==> config.mk <==
export PLATFORM = sky130hd
export DESIGN_NAME = encoder_frame_ctrl
export DESIGN_NICKNAME = d
export VERILOG_FILES = /design/src/rtl/encoder_frame_ctrl.sv
export SDC_FILE = /design/constraint.sdc
export NUM_CORES = 1
export LEC_CHECK = 0
export CORE_MARGIN = 2
export CORE_UTILIZATION = 35
export DETAILED_ROUTE_END_ITERATION = 10
export PLACE_DENSITY = 0.68
export SLEW_MARGIN = 20
export SYNTH_ARGS = -nofsm -noshare
export SYNTH_HDL_FRONTEND = slang
export SYNTH_SLANG_ARGS = --single-unit
==> constraint.sdc <==
create_clock -name clk -period 1.7 [get_ports clk]
set_input_delay 0.255 -clock clk [delete_from_list [all_inputs] [get_ports clk]]
set_output_delay 0.255 -clock clk [all_outputs]
set_load 0.005 [all_outputs]
==> src/rtl/encoder_frame_ctrl.sv <==
// Frame sequencer for a serial encoder.
// Loads frame_len bytes over a valid/ready handshake and shifts each one out MSB
// first. It then issues TAIL_LEN zero flush bits and checks that the encoder
// register has returned to zero.
// Ports: clk/reset (async, active-high); start/frame_len frame request;
// byte_in/byte_valid/byte_ready byte intake; msg_out/shift_out/tail to encoder;
// enc_nonzero from encoder; busy/done/flush_err status.
module encoder_frame_ctrl #(
  parameter int unsigned TAIL_LEN = 8,
  parameter int unsigned LEN_W    = 8
) (
  input  logic             clk,
  input  logic             reset,
  input  logic             start,
  input  logic [LEN_W-1:0] frame_len,
  input  logic [7:0]       byte_in,
  input  logic             byte_valid,
  output logic             byte_ready,
  output logic             msg_out,
  output logic             shift_out,
  output logic             tail,
  input  logic             enc_nonzero,
  output logic             busy,
  output logic             done,
  output logic             flush_err
);

  localparam int unsigned TW = (TAIL_LEN > 1) ? $clog2(TAIL_LEN) : 1;

  typedef enum logic [2:0] {
    S_IDLE,
    S_LOAD,
    S_SHIFT,
    S_TAIL,
    S_CHECK
  } state_t;

  state_t           state_q, state_d;
  logic [LEN_W-1:0] byte_cnt_q, byte_cnt_d;
  logic [7:0]       sreg_q, sreg_d;
  logic [2:0]       bit_cnt_q, bit_cnt_d;
  logic [TW-1:0]    tail_cnt_q, tail_cnt_d;
  logic             flush_err_q, flush_err_d;
  logic             msg_out_q, msg_out_d;
  logic             byte_ready_q, byte_ready_d;
  logic             shift_out_q, shift_out_d;
  logic             tail_q, tail_d;
  logic             busy_q, busy_d;
  logic             done_q, done_d;

  always_comb begin
    state_d     = state_q;
    byte_cnt_d  = byte_cnt_q;
    sreg_d      = sreg_q;
    bit_cnt_d   = bit_cnt_q;
    tail_cnt_d  = tail_cnt_q;
    flush_err_d = flush_err_q;
    msg_out_d   = 1'b0;

    case (state_q)
      S_IDLE: begin
        if (start && (frame_len != '0)) begin
          byte_cnt_d  = frame_len;
          flush_err_d = 1'b0;
          state_d     = S_LOAD;
        end
      end
      S_LOAD: begin
        if (byte_valid) begin
          // bit 7 leaves immediately; the register keeps the rest left-aligned
          msg_out_d  = byte_in[7];
          sreg_d     = {byte_in[6:0], 1'b0};
          byte_cnt_d = byte_cnt_q - 1'b1;
          bit_cnt_d  = '0;
          state_d    = S_SHIFT;
        end
      end
      S_SHIFT: begin
        if (bit_cnt_q == 3'd7) begin
          if (byte_cnt_q != '0) begin
            state_d = S_LOAD;
          end else begin
            tail_cnt_d = '0;
            state_d    = S_TAIL;
          end
        end else begin
          bit_cnt_d = bit_cnt_q + 3'd1;
          msg_out_d = sreg_q[7];
          sreg_d    = {sreg_q[6:0], 1'b0};
        end
      end
      S_TAIL: begin
        if (tail_cnt_q == TW'(TAIL_LEN - 1)) begin
          state_d = S_CHECK;
        end else begin
          tail_cnt_d = tail_cnt_q + 1'b1;
        end
      end
      S_CHECK: begin
        if (enc_nonzero) begin
          flush_err_d = 1'b1;
        end
        state_d = S_IDLE;
      end
      default: state_d = S_IDLE;
    endcase

    // registered outputs are decoded from the next state so they align with it
    byte_ready_d = (state_d == S_LOAD);
    shift_out_d  = (state_d == S_SHIFT) || (state_d == S_TAIL);
    tail_d       = (state_d == S_TAIL);
    busy_d       = (state_d != S_IDLE);
    done_d       = (state_d == S_CHECK);
  end

  always_ff @(posedge clk or posedge reset) begin
    if (reset) begin
      state_q      <= S_IDLE;
      byte_cnt_q   <= '0;
      sreg_q       <= '0;
      bit_cnt_q    <= '0;
      tail_cnt_q   <= '0;
      flush_err_q  <= 1'b0;
      msg_out_q    <= 1'b0;
      byte_ready_q <= 1'b0;
      shift_out_q  <= 1'b0;
      tail_q       <= 1'b0;
      busy_q       <= 1'b0;
      done_q       <= 1'b0;
    end else begin
      state_q      <= state_d;
      byte_cnt_q   <= byte_cnt_d;
      sreg_q       <= sreg_d;
      bit_cnt_q    <= bit_cnt_d;
      tail_cnt_q   <= tail_cnt_d;
      flush_err_q  <= flush_err_d;
      msg_out_q    <= msg_out_d;
      byte_ready_q <= byte_ready_d;
      shift_out_q  <= shift_out_d;
      tail_q       <= tail_d;
      busy_q       <= busy_d;
      done_q       <= done_d;
    end
  end

  assign byte_ready = byte_ready_q;
  assign msg_out    = msg_out_q;
  assign shift_out  = shift_out_q;
  assign tail       = tail_q;
  assign busy       = busy_q;
  assign done       = done_q;
  assign flush_err  = flush_err_q;

endmodule

# Word level (Yosys, flattened, before mapping)
# Index checks and enable logic that the tools add are counted.
[word_totals]
ff_bits = 32
latch_bits = 0
ramBits = 0
rom_bits = 0
in_bits = 21
out_inout_bits = 7
elab_cells = 71
n_memories = 0
[classes]
n_addsub = 3
n_mul = 0
n_div = 0
order_cmp = 0
n_eq_ne = 17
n_shift = 0
muxes = 25
bitwise = 0
reduce_logical = 14
[op_table]
columns = ["op", "count"]
rows = [
  ["$mux 8", 4],
  ["$pmux 8 s2", 2],
  ["$mux 3", 9],
  ["$reduce_bool 8->1", 2],
  ["$ne 2x2->1 const B", 7],
  ["$eq 3x2->1 const B", 4],
  ["$eq 3x3->1 const B", 4],
  ["$pmux 3 s2", 2],
  ["$pmux 3 s4", 1],
  ["$reduce_and 3->1", 3],
  ["$reduce_bool 2->1", 4],
  ["$sub 8x1->8 const B", 1],
  ["$add 3x1->3 const B", 2],
  ["$eq 3x1->1 const B", 2],
  ["$mux 1", 4],
  ["$pmux 1 s2", 2],
  ["$reduce_and 4->1", 1],
  ["$logic_not 3->1", 1],
  ["$reduce_bool 3->1", 1],
  ["$mux 2", 1],
  ["$logic_and 1x1->1", 1],
  ["$logic_or 1x1->1", 1],
]

# Depth between registers and ports, before layout
# Gate-level depths: netlist (run 1).
[depth]
word_depth = 6
ltp_mapped = 7

# Worst setup path after synthesis (run 1)
# Ideal clock, no wire load.
[synth_path]
path_kind = "flip-flop to flip-flop"
startpoint = "register byte_cnt_q[0]"
endpoint = "register tail_cnt_q[0]"
setup_ns = 0.125
arrival_ns = 1.758
setup_slack_ns = -0.182
stages_incl_launch_ff = 7
synth_period_minus_slack_ns = 1.882
cell_sequence = "dfrtp_1 -> inv_1 -> ha_1 -> or4b_4 -> nor3_4 -> a41oi_4 -> mux2_2"
[synth_between]
elab_chain_cells = 3
[synth_rtl]
columns = ["item", "line", "source"]
rows = [
  ["start, declared", "39", "logic [LEN_W-1:0] byte_cnt_q, byte_cnt_d;"],
  ["start signal, assigned", "132", "byte_cnt_q <= byte_cnt_d;"],
  ["$reduce_bool 8->1", "80", "if (byte_cnt_q != '0) begin"],
  ["$ne 2x2->1 (no line)", "n/a", ""],
  ["$reduce_and 4->1 (no line)", "n/a", ""],
  ["end signal, assigned", "135", "tail_cnt_q <= tail_cnt_d;"],
  ["end, declared", "42", "logic [TW-1:0] tail_cnt_q, tail_cnt_d;"],
]
# Every way passes these cells.
# A chain may end at the register's enable or synchronous reset.

# Worst setup path in the final report (run 1)
# Ends and elaborated chain as after synthesis.

==> metrics.csv, run 1 <==
stage,metric,value,unit
sta,Tcrit/Tclk final,1.10,
logic_synthesis,Syn Area/Cell,11.2,um2
drt,drt first pass iters,4,
drt,drt drc,0,
clocking,# clock sinks,31,
clocking,hold bufs inserted after CTS,0,
sta,setup total negative slack,-1010,ps
clocking,CTS Root Buffer Type,clkbuf_8,
drt,Avg WL per Cell,14.2,um
clocking,Clock transition at path regs,70,ps
logic_synthesis,sequential share of the synthesized area,0.476,
cells_and_area,Layout area overhead,47.1,%
place,Placer Congestion,0.807,
grt,number of global-route vias before repair,1404,
drt,Vias/cell,5.28,
floorplan,Die H,72.3,um
grt,gr ovfl total,0,
setup_path,data required time at the worst endpoint,1870,ps
clocking,Worst-Skew Late Latency,280,ps
pwr,VDD IR max,0.000776,V
floorplan,io pins,28,
drt,DRT iter0 DRCs,101,
clocking,CTS tree,built,
setup_path,Worst setup EP type,register,
cells_and_area,"commonest non-fill, non-tap cell in the layout",buf_4,
logic_synthesis,#FFs+latches synth,31,
cells_and_area,share of cells above drive strength 1,0.329,
place,placed cell count,247,
grt,antenna violations before repair,0,
sta,Tmin final,1870,ps
sta,Setup Skew,2.12,ps
pwr,PwrDens,1750,nW/um2
logic_synthesis,Netlist cell types,40,
grt,gr usage total,0.158,
pwr,Lkg Pwr,1.10,nW
sta,Final Hold Slack,353,ps
drt,Routed WL,3720,um
cells_and_area,Final Core Density,0.543,
sta,Hold Fails Final Rpt,0,
logic_synthesis,post-synth net total,172,
clocking,Num CTS Buffers,5,
logic_synthesis,Yosys warnings,0,
place,"Cell Area, Placed",2160,um2
grt,first-pass GRT wire length,6320,um
place,pre-CTS WS,-313,ps
setup_path,crit path launch type,register,
run_status,outcome,finished with violations,
grt,largest net degree at the start of global routing,32,
place,HPWL after DPL,2750,um
setup_path,"Max FO, Critical Path",6,
place,PortBufs,27,
sta,Max-slew headroom,0.742,
sta,Slew @ Worst Pin,387,ps
floorplan,Site Rows,24,
run_status,violated checks,negative setup slack,
sta,final setup margin,-171,ps
logic_synthesis,Mapped Cells,146,
floorplan,Die ar.,5220,um2
floorplan,core footprint,4410,um2
sta,Final setup viols,10,
cells_and_area,"commonest non-fill, non-tap cells in the layout","32 x buf_4, 29 x dfrtp_1, 21 x clkdlybuf4s50_1, 15 x nand2_1, 9 x o21ai_0",
flow_run,Max Cap Viol,0,
clocking,H-Tree Level Count,2,
setup_path,R2R Setup Slk,-170,ps
setup_path,Crit Path Class,reg2reg,
drt,vias,1384,
cells_and_area,fin nets,235,
cells_and_area,number of diodes,0,
floorplan,Die Width,72.3,um
cells_and_area,post-route cell area,2400,um2
sta,fmax,535,MHz
hold_path,Worst Hold Class,in2async,
sta,RSZ-0062 raised after global routing,true,
logic_synthesis,Synth Cell Area,1630,um2
cells_and_area,fin cells,262,
sta,max-slew violation count,0,
floorplan,Initial Util,0.369,
clocking,maximum root-to-sink buffer count,2,
setup_path,CP arrival,2040,ps
pwr,Final Power,4.19,mW
drt,Antenna Nets Post-Route,0,
==> final timing paths <==
kind,depth (start not counted),endpoint,from
max in group asynchronous,3,state_q[0]$_DFF_PP0_,reset
worst min-delay path,3,byte_cnt_q[4]$_DFFE_PP0P_,reset
worst max register to register,6,tail_cnt_q[0]$_DFFE_PP0P_,byte_cnt_q[0]$_DFFE_PP0P_
min in group clk,4,byte_cnt_q[1]$_DFFE_PP0P_,frame_len[1]
worst min register to register,2,sreg_q[7]$_DFFE_PP0P_,sreg_q[7]$_DFFE_PP0P_
worst max-delay path,6,tail_cnt_q[0]$_DFFE_PP0P_,byte_cnt_q[0]$_DFFE_PP0P_
==> Yosys cell counts <==
cell       count  area [um2]
dfrtp_1       31         776
nand2_1       16        60.1
o21ai_0       11        55.1
mux2i_1        8        80.1
nor2_1         8        30.0
a21oi_1        7        35.0
inv_1          6        22.5
buf_2          5        25.0
ha_1           5        62.6
o211ai_1       5        37.5
a31oi_1        3        18.8
a32o_1         3        30.0
nand3_1        3        15.0
a22o_1         2        17.5
and4b_1        2        20.0
clkbuf_1       2        7.51
mux2_2         2        22.5
nor4_1         2        12.5
nor4b_4        2        47.6
o22a_1         2        17.5
or4_1          2        15.0
a221o_1        1        10.0
a2bb2oi_1      1        8.76
a41oi_4        1        27.5
and2_1         1        6.26
and3b_1        1        8.76
and4bb_2       1        12.5
buf_6          1        11.3
mux2_4         1        15.0
nand4b_1       1        8.76
nor3_4         1        16.3
nor3b_1        1        7.51
nor3b_2        1        12.5
nor4bb_1       1        10.0
o21a_1         1        7.51
o21ai_4        1        16.3
o311a_1        1        10.0
or3b_2         1        8.76
or4_4          1        11.3
or4b_4         1        13.8
==> power breakdown <==
part	total [mW]	switching [mW]	internal, mW	leakage (nW)
clock network	0.751	0.277	0.474	0.0612
registers	1.34	0.269	1.08	0.379
logic	2.10	0.926	1.17	0.658
==> per-layer routing <==
metal	part of all wire	GRT usage	vias up
met4	0.014	0.0545	0
li1	-	-	669
met2	0.48	0.272	36
met1	0.45	0.188	673
met3	0.054	0.0444	6
met5	0	0	-
==> critical path, cell delays in order (launching register included) <==
cell	delay [ps]
dfrtp_1	380
inv_1	60
ha_2	180
or4b_4	480
nor3_4	190
a41oi_4	180
mux2_2	290
==> repair_timing <==
action | in CTS | in global routing
pin swaps | 10 | 12
buffers inserted | 6 | 3
endpoints found under the setup margin | 11 | 22
cloned | 0 | 0
resized for setup | 11 | 14
==> layout make-up <==
cell class | count | area [um2]
Clock buffer | 6 | 82.6
Clock inverter | 2 | 35.0
Fill cell | 384 | 2020
Inverter | 6 | 22.5
Multi-Input combinational cell | 101 | 845
Sequential cell | 31 | 778
Tap cell | 52 | 65.1
Timing Repair Buffer | 64 | 571
==> cells by family after synthesis <==
kind of cell,after synthesis,synth area share
adder cells (fa/ha/maj),5,0.0384
flip-flops,31,0.476
buffers and inverters,14,0.0407
AO/OA/AOI/OAI,39,0.179
AND/OR/NAND/NOR,46,0.194
multiplexers,11,0.0721
==> flip-flops by register name, summed over array words and instances, names as in the netlist, 3 cells and up <==
name	count
state_q	3
byte_cnt_q	8
bit_cnt_q	3
tail_cnt_q	3
sreg_q	7
No activity file was read; power rests on OpenSTA's default activity.
==> inputs of run 2 (changes only) <==
Settings changed: ABC_AREA from default to 1, CORE_MARGIN 2 to 10, HOLD_SLACK_MARGIN from default to 0.15.
==> run 2 against run 1 <==
Via count decreased by 0.43%. The flow now finishes without violations. Highest routed layer unchanged. Global-route usage decreased by 5.8 points. Critical path depth up 2. Critical endpoint is now busy$_DFF_PP0_. Cell area decreased by 13%. Sequential power decreased by 4%. Register-to-register slack better by 320 ps. Synthesized area increased by 1.3%. Combinational power decreased by 20%. Wire length decreased by 4.2%.
==> metrics.csv, run 2 <==
stage,metric,value,unit,change
floorplan,Die H,88.7,um,was 72.3 um
clocking,hold bufs inserted after CTS,0,,unchanged
cells_and_area,share of cells above drive strength 1,0.0980,,was 0.329
logic_synthesis,Synth Cell Area,1650,um2,was 1630 um2
place,Placer Congestion,0.865,,was 0.807
floorplan,core footprint,4470,um2,was 4410 um2
clocking,CTS tree,built,,unchanged
sta,final setup margin,152,ps,was -171 ps
clocking,CTS Root Buffer Type,clkbuf_8,,unchanged
setup_path,crit path launch type,register,,unchanged
cells_and_area,Fill cells,461,,was 384
setup_path,Worst setup EP type,register,,unchanged
sta,Tmin final,1550,ps,was 1870 ps
setup_path,Crit Path Class,reg2reg,,unchanged
setup_path,crit path from,bit_cnt_q[0]$_DFFE_PP0P_,,was byte_cnt_q[0]$_DFFE_PP0P_
flow_run,Max Cap Viol,0,,unchanged
sta,Hold Fails Final Rpt,0,,unchanged
cells_and_area,number of diodes,0,,unchanged
cells_and_area,fin cells,297,,was 262
clocking,Num CTS Buffers,5,,unchanged
grt,first-pass GRT wire length,6150,um,was 6320 um
logic_synthesis,#FFs+latches synth,31,,unchanged
logic_synthesis,Yosys warnings,0,,unchanged
place,PortBufs,27,,unchanged
setup_path,"Max FO, Critical Path",6,,unchanged
grt,number of global-route vias before repair,1372,,was 1404
floorplan,io pins,28,,unchanged
clocking,H-Tree Level Count,2,,unchanged
cells_and_area,"commonest non-fill, non-tap cell in the layout",nand2_1,,was buf_4
logic_synthesis,Mapped Cells,210,,was 146
logic_synthesis,Most used DFF post-synth,dfrtp_1,,unchanged
drt,Vias/cell,4.64,,was 5.28
grt,antenna violations before repair,0,,unchanged
pwr,PwrDens,1690,nW/um2,was 1750 nW/um2
logic_synthesis,sequential share of the synthesized area,0.470,,was 0.476
pwr,Final Power,3.52,mW,was 4.19 mW
logic_synthesis,post-synth net total,236,,was 172
cells_and_area,Final Core Density,0.465,,was 0.543
place,pre-CTS WS,104,ps,was -313 ps
logic_synthesis,Netlist cell types,22,,was 40
grt,largest net degree at the start of global routing,32,,unchanged
sta,Setup Skew,5.25,ps,was 2.12 ps
setup_path,r2r startpoint,bit_cnt_q[0]$_DFFE_PP0P_,,was byte_cnt_q[0]$_DFFE_PP0P_
cells_and_area,Layout area overhead,26.1,%,was 47.1%
clocking,Worst-Skew Late Latency,280,ps,about the same
run_status,outcome,completed,,was finished with violations
clocking,maximum root-to-sink buffer count,2,,unchanged
cells_and_area,"commonest non-fill, non-tap cells in the layout","56 x nand2_1, 32 x inv_1, 31 x dfrtp_1, 27 x clkdlybuf4s50_1",,"was 32 x buf_4, 29 x dfrtp_1, 21 x clkdlybuf4s50_1, 15 x nand2_1, 9 x o21ai_0"
grt,gr usage total,0.0997,,was 0.158
floorplan,Die ar.,7870,um2,was 5220 um2
floorplan,Die Width,88.7,um,was 72.3 um
clocking,# clock sinks,31,,unchanged
drt,Routed WL,3560,um,was 3720 um
drt,Avg WL per Cell,12.0,um,was 14.2 um
sta,RSZ-0062 raised after global routing,false,,was true
cells_and_area,post-route cell area,2080,um2,was 2400 um2
sta,fmax,646,MHz,was 535 MHz
place,placed cell count,289,,was 247
drt,vias,1378,,was 1384
place,HPWL after DPL,2670,um,was 2750 um
sta,Max-slew headroom,0.740,,was 0.742
hold_path,Worst Hold Class,in2async,,unchanged
cells_and_area,Top Registers,"byte_cnt_q x8, sreg_q x7",,unchanged
setup_path,CP arrival,1710,ps,was 2040 ps
drt,drt first pass iters,4,,unchanged
floorplan,Initial Util,0.369,,about the same
logic_synthesis,Post-synth EDFFs,0,,unchanged
clocking,Clock transition at path regs,60,ps,was 70 ps
logic_synthesis,main area contributors after synthesis,"dfrtp_1 47%, nand2_1 13%, inv_1 7.3%",,"was dfrtp_1 48%, mux2i_1 4.9%, ha_1 3.8%"
floorplan,Site Rows,24,,unchanged
pwr,Lkg Pwr,1.03,nW,was 1.10 nW
logic_synthesis,Syn Area/Cell,7.86,um2,was 11.2 um2
drt,Antenna Nets Post-Route,0,,unchanged
drt,drt drc,0,,unchanged
sta,Final setup viols,0,,was 10
sta,Tcrit/Tclk final,0.911,,was 1.10
logic_synthesis,share of the synthesized area in the top cell type,0.470,,was 0.476
sta,setup total negative slack,0,ps,was -1010 ps
setup_path,data required time at the worst endpoint,1860,ps,was 1870 ps
cells_and_area,fin nets,270,,was 235
cells_and_area,Largest Register,byte_cnt_q,,unchanged
sta,max-slew violation count,0,,unchanged
grt,gr ovfl total,0,,unchanged
place,"Cell Area, Placed",2000,um2,was 2160 um2
logic_synthesis,commonest cells in the netlist,"56 x nand2_1, 32 x inv_1, 31 x dfrtp_1",,"was 31 x dfrtp_1, 16 x nand2_1, 11 x o21ai_0, 8 x mux2i_1, 8 x nor2_1"
sta,Final Hold Slack,351,ps,was 353 ps
cells_and_area,Largest register FFs,8,,unchanged
pwr,VDD IR max,0.000825,V,was 0.000776 V
logic_synthesis,Synth area leader,dfrtp_1,,unchanged
logic_synthesis,"count leader, synth",nand2_1,,was dfrtp_1
sta,Slew @ Worst Pin,391,ps,was 387 ps
logic_synthesis,Synth async-reset ratio,1.00,,unchanged
drt,DRT iter0 DRCs,46,,was 101
==> run 2: cells by family (layout without fill, tap and decap cells) <==
logic type / Yosys count / count (layout) / synth area share
and+or+nand+nor: 109 / 109 / 0.300
buffers and inverters: 37 / 72 / 0.0939
DFF: 31 / 31 / 0.470
AOI/OAI and AO/OA: 27 / 27 / 0.0932
adders and majority gates: 5 / 5 / 0.0379
xor gates and xnor gates: 1 / 1 / 0.00530
==> run 2: routing by layer <==
metal / global-route usage / share of wire / vias up
met1: 0.113 / 0.46 / 619
met3: 0.0432 / 0.065 / 5
li1: - / - / 730
met5: 0 / 0 / -
met2: 0.161 / 0.47 / 24
met4: 0.0411 / 0.013 / 0
==> run 2: area by class of cell <==
class,count,area (um2),area share
flip-flops and latches,31,776,0.373
multi-input cells,142,723,0.347
repair buffers,31,313,0.150
inverters,33,124,0.0595
clock buffers,7,76.3,0.0367
well taps,52,65.1,0.0312
clock inverters,1,5.00,0.00240
==> run 2: power breakdown <==
part,switching [mW],internal (mW)
Sequential,0.211,1.08
Clock,0.255,0.286
Combinational,0.979,0.712
Total,1.45,2.07
==> run 2: what timing repair did <==
action                                  in CTS  in global routing
setup buffers                                0                  0
resized for setup                            0                  1
endpoints found under the setup margin       0                  1
==> run 2: worst paths after layout <==
| path | to | slack, ps | cells past startpoint |
|---|---|---|---|
| setup / recovery | busy$_DFF_PP0_ | 150 | 8 |
| hold / removal | byte_cnt_q[3]$_DFFE_PP0P_ | 350 | 3 |
| setup reg to reg | busy$_DFF_PP0_ | 150 | 8 |
| hold reg to reg | bit_cnt_q[1]$_DFFE_PP0P_ | 480 | 2 |
| max in group asynchronous | sreg_q[6]$_DFFE_PP0P_ | 1050 | 3 |
| min in group clk | bit_cnt_q[1]$_DFFE_PP0P_ | 480 | 2 |
==> run 2: worst max-delay path: stages (launching register included) <==
cell and delay [ps]:
dfrtp_1 390, ha_1 210, ha_1 190, inv_1 170, nor3_1 80, nand3_2 130
nand2_1 80, nor2_1 100, nand3_1 70
==> inputs of run 3 (changes only) <==
Settings changed: MAX_ROUTING_LAYER from default to met4, PLACE_DENSITY 0.68 to 0.66.
==> run 3 against run 2 <==
Total power grew 2.0%. Cell area grew 0.78%. Count of clock-buffer cells in the layout grew 1. Setup slack gained 3.1 ps. Clock skew shrank 1.4 ps. First-iteration DRC count grew 20%. Die area is the same. Core utilization grew 0.36 points. Critical endpoint unchanged. Largest cell class unchanged. Sequential share of layout area shrank 0.29 points. Non-clock buffer count is the same.
==> metrics.csv, run 3 (synthesis results as in run 2) <==
stage,metric,value,unit,change
run_status,outcome,completed,,unchanged
floorplan,Die ar.,7870,um2,unchanged
flow_run,Max Cap Viol,0,,unchanged
sta,fmax,647,MHz,was 646 MHz
drt,Vias/cell,4.59,,was 4.64
place,HPWL after DPL,2570,um,was 2670 um
cells_and_area,"commonest non-fill, non-tap cell in the layout",nand2_1,,unchanged
clocking,Num CTS Buffers,5,,unchanged
pwr,Switch Pwr,1.44,mW,was 1.45 mW
sta,RSZ-0062 raised after global routing,false,,unchanged
sta,Final setup viols,0,,unchanged
setup_path,"Max FO, Critical Path",6,,unchanged
sta,Setup Skew,3.83,ps,was 5.25 ps
cells_and_area,Largest register FFs,8,,unchanged
pwr,part of the power in the clock network,0.174,,was 0.154
floorplan,io pins,28,,unchanged
place,Placer Congestion,0.876,,was 0.865
grt,gr usage total,0.0948,,was 0.0997
clocking,setup bufs post-CTS,0,,unchanged
pwr,PwrDens,1710,nW/um2,was 1690 nW/um2
floorplan,Initial Util,0.369,,unchanged
drt,vias,1362,,was 1378
setup_path,Most Frequent Cell on Critical Path,ha_1,,unchanged
clocking,# clock sinks,31,,unchanged
cells_and_area,Final Core Density,0.469,,was 0.465
cells_and_area,share of cells above drive strength 1,0.0980,,unchanged
sta,Max-slew headroom,0.738,,was 0.740
grt,first-pass GRT wire length,5610,um,was 6150 um
grt,antenna violations before repair,0,,unchanged
sta,Hold Fails Final Rpt,0,,unchanged
floorplan,Die H,88.7,um,unchanged
sta,max-slew violation count,0,,unchanged
cells_and_area,Largest Register,byte_cnt_q,,unchanged
drt,DRT iter0 DRCs,55,,was 46
setup_path,crit path cell chain,ha_1 -> ha_1 -> inv_1 -> nor3_1 -> nand3_2 -> nand2_1 -> nor2_1 -> nand3_1,,unchanged
setup_path,crit path launch type,register,,unchanged
clocking,H-Tree Level Count,2,,unchanged
sta,Tcrit/Tclk final,0.909,,was 0.911
clocking,maximum root-to-sink buffer count,2,,unchanged
clocking,hold bufs inserted after CTS,0,,unchanged
sta,setup total negative slack,0,ps,unchanged
grt,gr ovfl total,0,,unchanged
hold_path,Worst Hold Class,in2async,,unchanged
clocking,CTS tree,built,,unchanged
cells_and_area,Top Registers,"byte_cnt_q x8, sreg_q x7",,unchanged
clocking,CTS resizes,0,,unchanged
setup_path,CP arrival,1700,ps,was 1710 ps
pwr,Lkg Pwr,1.04,nW,was 1.03 nW
drt,Antenna Nets Post-Route,0,,unchanged
clocking,Clock transition at path regs,60,ps,about the same
grt,number of global-route vias before repair,1276,,was 1372
drt,drt drc,0,,unchanged
grt,largest net degree at the start of global routing,32,,unchanged
floorplan,core footprint,4470,um2,unchanged
sta,Slew @ Worst Pin,393,ps,was 391 ps
place,"Cell Area, Placed",2000,um2,unchanged
setup_path,Crit Path Class,reg2reg,,unchanged
sta,Tmin final,1550,ps,about the same
pwr,Sw Share,0.400,,was 0.411
cells_and_area,Fill cells,435,,was 461
cells_and_area,"commonest non-fill, non-tap cells in the layout","56 x nand2_1, 32 x inv_1, 31 x dfrtp_1, 27 x clkdlybuf4s50_1",,unchanged
drt,Avg WL per Cell,11.5,um,was 12.0 um
pwr,Gate power share,0.468,,was 0.481
setup_path,data required time at the worst endpoint,1860,ps,about the same
cells_and_area,fin nets,270,,unchanged
setup_path,critical path's slowest cell,dfrtp_1,,unchanged
pwr,cell internal pwr,2.16,mW,was 2.07 mW
cells_and_area,number of diodes,0,,unchanged
cells_and_area,post-route cell area,2100,um2,was 2080 um2
setup_path,Worst setup EP type,register,,unchanged
clocking,CTS Root Buffer Type,clkbuf_8,,unchanged
drt,drt first pass iters,4,,unchanged
clocking,Worst-Skew Late Latency,280,ps,about the same
floorplan,Die Width,88.7,um,unchanged
drt,Routed WL,3410,um,was 3560 um
pwr,VDD IR max,0.000722,V,was 0.000825 V
place,PortBufs,27,,unchanged
floorplan,Site Rows,24,,unchanged
pwr,sequential power share,0.358,,was 0.366
cells_and_area,Layout area overhead,27.0,%,was 26.1%
setup_path,crit-path max cell delay,390,ps,about the same
-- run 3: cell count changes in the layout (fill, tap and decap cells not counted) --
cell	change
clkbuf_1	-1
clkbuf_8	+2
clkinv_2	-1
nor2_1	+1
nor2_2	-1
-- run 3: worst max-delay path: cells and delay by family, from the launching register on --
family | cells | cell delay, ps
flops | 1 | 390
simple gates | 5 | 490
fa+ha+maj | 2 | 390
buf+inv | 1 | 160
-- run 3: final cells by class --
| cell class | instances | area (um2) | share of cell area |
|---|---|---|---|
| clock buffer | 8 | 100 | 0.0477 |
| inverter | 33 | 124 | 0.0590 |
| multi-input combinational | 142 | 721 | 0.343 |
| sequential | 31 | 776 | 0.370 |
| tap | 52 | 65.1 | 0.0310 |
| timing repair buffer | 31 | 313 | 0.149 |
-- run 3: metal layers --
layer,vias up,part of all wire,GRT usage
met3,6,0.061,0.0404
met5,-,0,-
met1,602,0.48,0.109
met4,0,0.015,0.0352
met2,28,0.45,0.144
li1,726,-,-
-- run 3: per-stage QoR --
step	setup WS, ps	power (mW)	cells	hold WS (ps)
floorplan	328	2.48	210	359
global placement	115	2.96	289	461
detailed placement	88.6	2.98	289	473
CTS	160	3.63	297	369
global route	35.9	3.95	297	400
finish	155	3.59	297	355
-- run 3: final timing paths --
kind	slack (ps)	cells past startpoint	endpoint	startpoint
min in group clk	480	2	bit_cnt_q[1]$_DFFE_PP0P_	bit_cnt_q[1]$_DFFE_PP0P_
max in group asynchronous	1050	3	sreg_q[3]$_DFFE_PP0P_	reset
setup / recovery	150	8	busy$_DFF_PP0_	bit_cnt_q[0]$_DFFE_PP0P_
hold / removal	350	3	byte_cnt_q[7]$_DFFE_PP0P_	reset
setup reg to reg	150	8	busy$_DFF_PP0_	bit_cnt_q[0]$_DFFE_PP0P_
hold reg to reg	480	2	bit_cnt_q[1]$_DFFE_PP0P_	bit_cnt_q[1]$_DFFE_PP0P_
-- run 3: power by group through the flow --
| stage | clock [mW] | sequential [mW] | combinational [mW] |
|---|---|---|---|
| floorplan | 0 | 1.25 | 1.23 |
| global placement | 0 | 1.29 | 1.66 |
| detailed placement | 0 | 1.30 | 1.68 |
| CTS | 0.647 | 1.29 | 1.70 |
| global route | 0.681 | 1.33 | 1.95 |
| finish | 0.625 | 1.29 | 1.68 |
